$ cat config.mk
export PLATFORM = sky130hd
export DESIGN_NAME = time_unit_counter_flat
export DESIGN_NICKNAME = d
export VERILOG_FILES = /design/src/rtl/time_pkg.sv /design/src/rtl/time_unit_counter_if.sv /design/src/rtl/button_repeat.sv /design/src/rtl/time_unit_counter.sv /design/src/flat_wrapper.sv
export SDC_FILE = /design/constraint.sdc
export NUM_CORES = 1
export LEC_CHECK = 0
export CAP_MARGIN = 5
export CORE_MARGIN = 3
export CORE_UTILIZATION = 55
export DETAILED_ROUTE_END_ITERATION = 8
export PLACE_DENSITY = 0.74
export SYNTH_ARGS = -nofsm -noshare
export SYNTH_HDL_FRONTEND = slang
export SYNTH_SLANG_ARGS = --single-unit
$ cat constraint.sdc
create_clock -name clock -period 12 [get_ports clock]
set_clock_uncertainty 0.1 [all_clocks]
set_input_delay 2.4 -clock clock [delete_from_list [all_inputs] [get_ports clock]]
set_output_delay 2.4 -clock clock [all_outputs]
set_load 0.05 [all_outputs]
$ cat src/rtl/time_pkg.sv
// Shared constants and helpers for the clock/calendar time-unit counters.
// to_bcd2 uses a compare-subtract chain so it stays single-cycle combinational.
package time_pkg;

  localparam int HALF_DAY = 12;
  localparam int BCD_W = 4;
  localparam int DEFAULT_REPEAT_DELAY = 50_000_000;
  localparam int DEFAULT_REPEAT_RATE = 10_000_000;

  typedef enum logic [1:0] {
    STEP_NONE,
    STEP_UP,
    STEP_DOWN
  } step_dir_e;

  function automatic logic [2*BCD_W-1:0] to_bcd2(input logic [6:0] value);
    logic [6:0] rem;
    logic [BCD_W-1:0] tens;
    rem = value;
    tens = '0;
    for (int i = 0; i < 9; i++) begin
      if (rem >= 7'd10) begin
        rem = rem - 7'd10;
        tens = tens + 4'd1;
      end
    end
    return {tens, 4'(rem)};
  endfunction

endpackage

$ cat src/rtl/time_unit_counter_if.sv
// Control/status bundle of one time-unit counter: count enables and set-mode
// inputs toward the counter, binary and BCD display values back.
interface time_unit_counter_if #(
  parameter int BITS = 5
);
  import time_pkg::*;

  logic tick;
  logic set;
  logic up_btn;
  logic down_btn;
  logic load;
  logic [BITS-1:0] load_value;
  logic mode_ampm;
  logic [BITS-1:0] count;
  logic [BCD_W-1:0] bcd_tens;
  logic [BCD_W-1:0] bcd_ones;
  logic pm;
  logic carry;
  logic borrow;

  modport master (
    output tick, set, up_btn, down_btn, load, load_value, mode_ampm,
    input  count, bcd_tens, bcd_ones, pm, carry, borrow
  );

  modport slave (
    input  tick, set, up_btn, down_btn, load, load_value, mode_ampm,
    output count, bcd_tens, bcd_ones, pm, carry, borrow
  );

endinterface

$ cat src/rtl/button_repeat.sv
// Raw push-button to step pulses: 2-FF synchroniser, press-edge step, then
// auto-repeat after a hold delay at a fixed rate. Disable clears repeat state.
module button_repeat
  import time_pkg::*;
#(
  parameter int REPEAT_DELAY = DEFAULT_REPEAT_DELAY,
  parameter int REPEAT_RATE  = DEFAULT_REPEAT_RATE
) (
  input  logic clock,
  input  logic reset,
  input  logic enable,
  input  logic btn,
  output logic step
);

  localparam int MAX_CYC = (REPEAT_DELAY > REPEAT_RATE) ? REPEAT_DELAY : REPEAT_RATE;
  localparam int CW = $clog2(MAX_CYC + 1);
  localparam logic [CW-1:0] DELAY_LOAD = CW'(REPEAT_DELAY - 1);
  localparam logic [CW-1:0] RATE_LOAD  = CW'(REPEAT_RATE - 1);

  logic sync1, sync2, prev;
  logic active;
  logic [CW-1:0] rpt_cnt;
  logic press;

  // prev keeps tracking while disabled, so a button already held on enable
  // is not mistaken for a fresh press
  assign press = sync2 & ~prev;

  always_ff @(posedge clock or posedge reset) begin
    if (reset) begin
      sync1   <= 1'b0;
      sync2   <= 1'b0;
      prev    <= 1'b0;
      active  <= 1'b0;
      rpt_cnt <= '0;
      step    <= 1'b0;
    end else begin
      sync1 <= btn;
      sync2 <= sync1;
      prev  <= sync2;
      step  <= 1'b0;
      if (!enable || !sync2) begin
        active  <= 1'b0;
        rpt_cnt <= '0;
      end else if (press) begin
        step    <= 1'b1;
        active  <= 1'b1;
        rpt_cnt <= DELAY_LOAD;
      end else if (active) begin
        if (rpt_cnt == '0) begin
          step    <= 1'b1;
          rpt_cnt <= RATE_LOAD;
        end else begin
          rpt_cnt <= rpt_cnt - 1'b1;
        end
      end
    end
  end

endmodule

$ cat src/rtl/time_unit_counter.sv
// Generic wrapping time-unit counter (sec/min/hour/day/month) with set-mode
// up/down buttons, parallel load, carry/borrow and registered BCD display.
module time_unit_counter
  import time_pkg::*;
#(
  parameter int MODULO       = 24,
  parameter int BITS         = 5,
  parameter int MIN_VALUE    = 0,
  parameter int AMPM_EN      = 0,
  parameter int REPEAT_DELAY = DEFAULT_REPEAT_DELAY,
  parameter int REPEAT_RATE  = DEFAULT_REPEAT_RATE
) (
  input logic clock,
  input logic reset,
  time_unit_counter_if.slave bus
);

  localparam int MAX_VALUE = MIN_VALUE + MODULO - 1;
  localparam logic [BITS-1:0] MIN_C = BITS'(MIN_VALUE);
  localparam logic [BITS-1:0] MAX_C = BITS'(MAX_VALUE);
  localparam logic [2*BCD_W-1:0] RESET_BCD = to_bcd2(7'(MIN_VALUE));

  logic up_step, down_step;
  step_dir_e dir;
  logic load_ok;
  logic [BITS-1:0] count_q;
  logic carry_q, borrow_q, pm_q;
  logic [2*BCD_W-1:0] bcd_q, bcd_d;
  logic [6:0] cnt7, disp;
  logic pm_d;

  button_repeat #(.REPEAT_DELAY(REPEAT_DELAY), .REPEAT_RATE(REPEAT_RATE)) u_up (
    .clock (clock),
    .reset (reset),
    .enable(bus.set),
    .btn   (bus.up_btn),
    .step  (up_step)
  );

  button_repeat #(.REPEAT_DELAY(REPEAT_DELAY), .REPEAT_RATE(REPEAT_RATE)) u_down (
    .clock (clock),
    .reset (reset),
    .enable(bus.set),
    .btn   (bus.down_btn),
    .step  (down_step)
  );

  // simultaneous up and down steps cancel
  always_comb begin
    dir = STEP_NONE;
    if (up_step && !down_step) dir = STEP_UP;
    else if (down_step && !up_step) dir = STEP_DOWN;
  end

  assign load_ok = (int'(bus.load_value) >= MIN_VALUE) && (int'(bus.load_value) <= MAX_VALUE);

  always_comb begin
    cnt7 = 7'(count_q);
    disp = cnt7;
    pm_d = 1'b0;
    if (AMPM_EN != 0 && bus.mode_ampm) begin
      pm_d = (cnt7 >= 7'(HALF_DAY));
      if (cnt7 == 7'd0) disp = 7'(HALF_DAY);
      else if (cnt7 > 7'(HALF_DAY)) disp = cnt7 - 7'(HALF_DAY);
    end
    bcd_d = to_bcd2(disp);
  end

  always_ff @(posedge clock or posedge reset) begin
    if (reset) begin
      count_q  <= MIN_C;
      carry_q  <= 1'b0;
      borrow_q <= 1'b0;
      pm_q     <= 1'b0;
      bcd_q    <= RESET_BCD;
    end else begin
      carry_q  <= 1'b0;
      borrow_q <= 1'b0;
      if (bus.load) begin
        count_q <= load_ok ? bus.load_value : MIN_C;
      end else if (bus.set) begin
        case (dir)
          STEP_UP: count_q <= (count_q == MAX_C) ? MIN_C : count_q + 1'b1;
          STEP_DOWN: begin
            if (count_q == MIN_C) begin
              count_q  <= MAX_C;
              borrow_q <= 1'b1;
            end else begin
              count_q <= count_q - 1'b1;
            end
          end
          default: ;
        endcase
      end else if (bus.tick) begin
        if (count_q == MAX_C) begin
          count_q <= MIN_C;
          carry_q <= 1'b1;
        end else begin
          count_q <= count_q + 1'b1;
        end
      end
      pm_q  <= pm_d;
      bcd_q <= bcd_d;
    end
  end

  assign bus.count    = count_q;
  assign bus.carry    = carry_q;
  assign bus.borrow   = borrow_q;
  assign bus.pm       = pm_q;
  assign bus.bcd_tens = bcd_q[2*BCD_W-1:BCD_W];
  assign bus.bcd_ones = bcd_q[BCD_W-1:0];

endmodule

$ cat src/flat_wrapper.sv
// flat-port wrapper written by rule: the top's interface ports become plain ports
module time_unit_counter_flat import time_pkg::*;
#(
  parameter int MODULO       = 24,
  parameter int BITS         = 5,
  parameter int MIN_VALUE    = 0,
  parameter int AMPM_EN      = 0,
  parameter int REPEAT_DELAY = DEFAULT_REPEAT_DELAY,
  parameter int REPEAT_RATE  = DEFAULT_REPEAT_RATE
)
  (clock, reset, bus_tick, bus_set, bus_up_btn, bus_down_btn, bus_load, bus_load_value, bus_mode_ampm, bus_count, bus_bcd_tens, bus_bcd_ones, bus_pm, bus_carry, bus_borrow);
  time_unit_counter_if #(.BITS(BITS)) bus_i ();
  input logic clock;
  input logic reset;
  input wire logic [$bits(bus_i.tick)-1:0] bus_tick;
  input wire logic [$bits(bus_i.set)-1:0] bus_set;
  input wire logic [$bits(bus_i.up_btn)-1:0] bus_up_btn;
  input wire logic [$bits(bus_i.down_btn)-1:0] bus_down_btn;
  input wire logic [$bits(bus_i.load)-1:0] bus_load;
  input wire logic [$bits(bus_i.load_value)-1:0] bus_load_value;
  input wire logic [$bits(bus_i.mode_ampm)-1:0] bus_mode_ampm;
  output wire logic [$bits(bus_i.count)-1:0] bus_count;
  output wire logic [$bits(bus_i.bcd_tens)-1:0] bus_bcd_tens;
  output wire logic [$bits(bus_i.bcd_ones)-1:0] bus_bcd_ones;
  output wire logic [$bits(bus_i.pm)-1:0] bus_pm;
  output wire logic [$bits(bus_i.carry)-1:0] bus_carry;
  output wire logic [$bits(bus_i.borrow)-1:0] bus_borrow;
  assign bus_i.tick = bus_tick;
  assign bus_i.set = bus_set;
  assign bus_i.up_btn = bus_up_btn;
  assign bus_i.down_btn = bus_down_btn;
  assign bus_i.load = bus_load;
  assign bus_i.load_value = bus_load_value;
  assign bus_i.mode_ampm = bus_mode_ampm;
  assign bus_count = bus_i.count;
  assign bus_bcd_tens = bus_i.bcd_tens;
  assign bus_bcd_ones = bus_i.bcd_ones;
  assign bus_pm = bus_i.pm;
  assign bus_carry = bus_i.carry;
  assign bus_borrow = bus_i.borrow;
  time_unit_counter #(.MODULO(MODULO), .BITS(BITS), .MIN_VALUE(MIN_VALUE), .AMPM_EN(AMPM_EN), .REPEAT_DELAY(REPEAT_DELAY), .REPEAT_RATE(REPEAT_RATE)) u_core (.clock(clock), .reset(reset), .bus(bus_i));
endmodule
==> impl_metrics.csv <==
group,metric,value,unit
status,status,"complete, no violations",
die,die_height,110,um
clock_network,cts_root_buffer,"clkbuf_8",
worst_hold_path,hold_class,"reg -> reg",
final_layout,n_antenna_cell,0,
placed_design,dp_cells,840,
grt,antenna_found_initial,0,
setup_path,path_class,"reg -> reg",
die,placementRows,37,
job,cap_violations,0,
grt,overflow,0,
logic_synthesis,synth_cell_types,91,
logic_synthesis,synthFlopType,"dfrtp_1",
route,viasPerCell,6.27,
logic_synthesis,ys_warn_count,0,
route,via_count,5378,
logic_synthesis,synth_top_area_share,32.1,%
grt,track_usage,22.5,%
die,core_area,0.0105,mm2
route,wl,13.9,mm
setup_path,slowest_delay,0.45,ns
setup_path,crit_fanout,8,
sta,slew_violations,0,
clock_network,htree_levels,3,
final_layout,nets,755,
sta,period_share,94.3,%
setup_path,crit_family,"simple AND/OR/NAND/NOR gates",
grt,grt_max_degree,60,
logic_synthesis,ys_seq_area_share,32.1,%
placed_design,numPortBuffers,26,
clock_network,insertion_delay,0.35,ns
final_layout,seq_area,0.00193,mm2
final_layout,layout_commonest_cell,"dfrtp_1",
grt,grt_pass1_vias,5000,
setup_path,crit_top_cell,"ha_1",
route,drc,0,
logic_synthesis,syn_inst,695,
logic_synthesis,syn_area,0.00599,mm2
setup_path,critPathArrivalTime,11.46,ns
placed_design,dp_hpwl,10.1,mm
setup_path,critPathBufInv,7,
logic_synthesis,ys_ff_latch,77,
sta,setup_viol,0,
route,drt_first_pass_iters,7,
final_layout,drive_gt1_share,11.9,%
logic_synthesis,syn_nets,733,
die,initial_core_util,57.3,%
logic_synthesis,synth_edf_count,0,
sta,worstMarginPinSlew,1.07,ns
logic_synthesis,synthArstFlopShare,100,%
route,ant_nets,0,
sta,max-slew-margin-rel,28.7,%
logic_synthesis,synth_top_area_cell,"dfrtp_1",
placed_design,gp_congestion,0.955,
sta,final_hold_viol_count,0,
setup_path,critPathRequiredTime,12.14,ns
clock_network,cts_sinks,77,
clock_network,postCtsHoldBufs,0,
clock_network,cts_tree,"done",
clock_network,clock_path_buffers,2,
sta,fin_setup_tns,0,ns
sta,hold_ws,0.255,ns
setup_path,cpMaxStageDelayCell,"or4b_1",
die,io_pins,29,
die,die_area,0.0122,mm2
logic_synthesis,syn-mean-instance-area,8.63,um2
final_layout,finalNonFillerCells,858,
final_layout,area_delta_synth_final,10.5,%
clock_network,cts_buffers,9,
route,wl_per_cell,16.2,um
final_layout,nFillCells,905,
route,drt_iter0_markers,538,
final_layout,multi_input_area,0.00383,mm2
setup_path,critPathCaptureType,"register",
logic_synthesis,synth_area_leaders,"dfrtp_1, ha_1, o21ai_0",
grt,grt_pass1_wl,23.7,mm
sta,timing.final.crit_period,11.32,ns
setup_path,crit_path_start_kind,"register",
sta,fmax,0.0884,GHz
final_layout,final_cell_mix,"dfrtp_1, o21ai_0, nor2_1",
clock_network,clk_pin_slew,0.08,ns
die,die_w,110,um
## cell families (layout without fill, tap and decap cells)
family | Yosys count | count (layout) | share of synthesized area, %
other | 1 | 1 | 0.0626
multiplexers | 12 | 12 | 2.32
AND/OR/NAND/NOR | 275 | 275 | 24.7
buffers and inverters | 58 | 85 | 4.42
flip-flops | 77 | 77 | 32.1
XOR/XNOR | 34 | 34 | 5.72
AO/OA/AOI/OAI | 213 | 213 | 25.4
adder cells (fa/ha/maj) | 25 | 25 | 5.22
## cell usage after synthesis (7+ instances only)
cell	instances
nor2_1	58
or3_1	14
nand3_1	18
clkbuf_1	16
inv_1	31
xnor2_1	14
ha_1	25
nand2b_1	15
o31ai_1	14
nor3_1	31
xor2_1	14
nor2b_1	18
nor4_1	14
o21ai_0	62
nand2_1	54
a211o_1	8
and2_1	7
a21oi_1	49
dfrtp_1	77
## sequential cells by signal (all words and copies together), names as in the netlist
name                   flops
u_core.u_up.rpt_cnt       26
u_core.u_up.prev           1
u_core.u_down.rpt_cnt     26
u_core.bus.borrow          1
u_core.u_down.prev         1
u_core.u_down.step         1
u_core.u_down.sync1        1
u_core.bcd_q               8
u_core.u_up.sync1          1
u_core.u_down.sync2        1
u_core.bus.count           5
u_core.u_up.sync2          1
u_core.u_up.active         1
u_core.bus.carry           1
u_core.u_up.step           1
u_core.u_down.active       1
## routing by layer
layer / share of wire, % / vias to the layer above / global-route usage, % / routed length, um
met1: 48 / 2631 / 32.4 / 6670
met4: 0.82 / 0 / 4.84 / 114
li1: - / 2609 / - / -
met3: 4.3 / 13 / 3.73 / 595
met2: 47 / 125 / 35.8 / 6520
met5: 0 / - / 0 / 0
## worst reg2reg max path, delay by kind of cell (launching register included)
kind / cells / cell delay, ns
buffers and inverters: 7 / 0.77
XOR/XNOR: 2 / 0.39
AO/OA/AOI/OAI: 14 / 3.30
adder cells (fa/ha/maj): 9 / 1.76
multiplexers: 3 / 1.05
flip-flops: 1 / 0.38
AND/OR/NAND/NOR: 16 / 3.49
## path summary, 6_finish.rpt
kind	startpoint	endpoint	depth (start not counted)	slack [ns]
max	u_core.bus.count[2]	u_core.bcd_q[5]	51	0.68
min	u_core.u_down.sync1	u_core.u_down.sync2	0	0.25
max reg2reg	u_core.bus.count[2]	u_core.bcd_q[5]	51	0.68
min reg2reg	u_core.u_down.sync1	u_core.u_down.sync2	0	0.25
max in group asynchronous	reset	u_core.u_down.rpt_cnt[4]	3	8.54
min in group asynchronous	reset	u_core.u_up.rpt_cnt[12]	2	2.22
## final cells by class
type / instances / area share, %
Multi-Input combinational cell: 560 / 57.9
Clock inverter: 6 / 1.30
Clock buffer: 10 / 2.08
Inverter: 32 / 1.91
Sequential cell: 77 / 29.1
Timing Repair Buffer: 37 / 5.18
Tap cell: 136 / 2.57
## what timing repair did
item,4_1_cts,5_1_grt
gates resized for setup,0,7
endpoints found under the setup margin,0,7
setup buffers,0,2
## through the flow
step | util [%] | cell area (um2) | setup slack [ns]
floorplan | - | 5990 | 1.46
global placement | 60.7 | 6350 | 0.631
detailed placement | 60.7 | 6350 | 0.580
CTS | 62.9 | 6580 | 0.535
global route | 63.3 | 6620 | -0.000321
finish | 63.3 | 6620 | 0.684
Power is not shown: default switching activity piles up to over one toggle a cycle in this logic, so the estimate is an artifact.
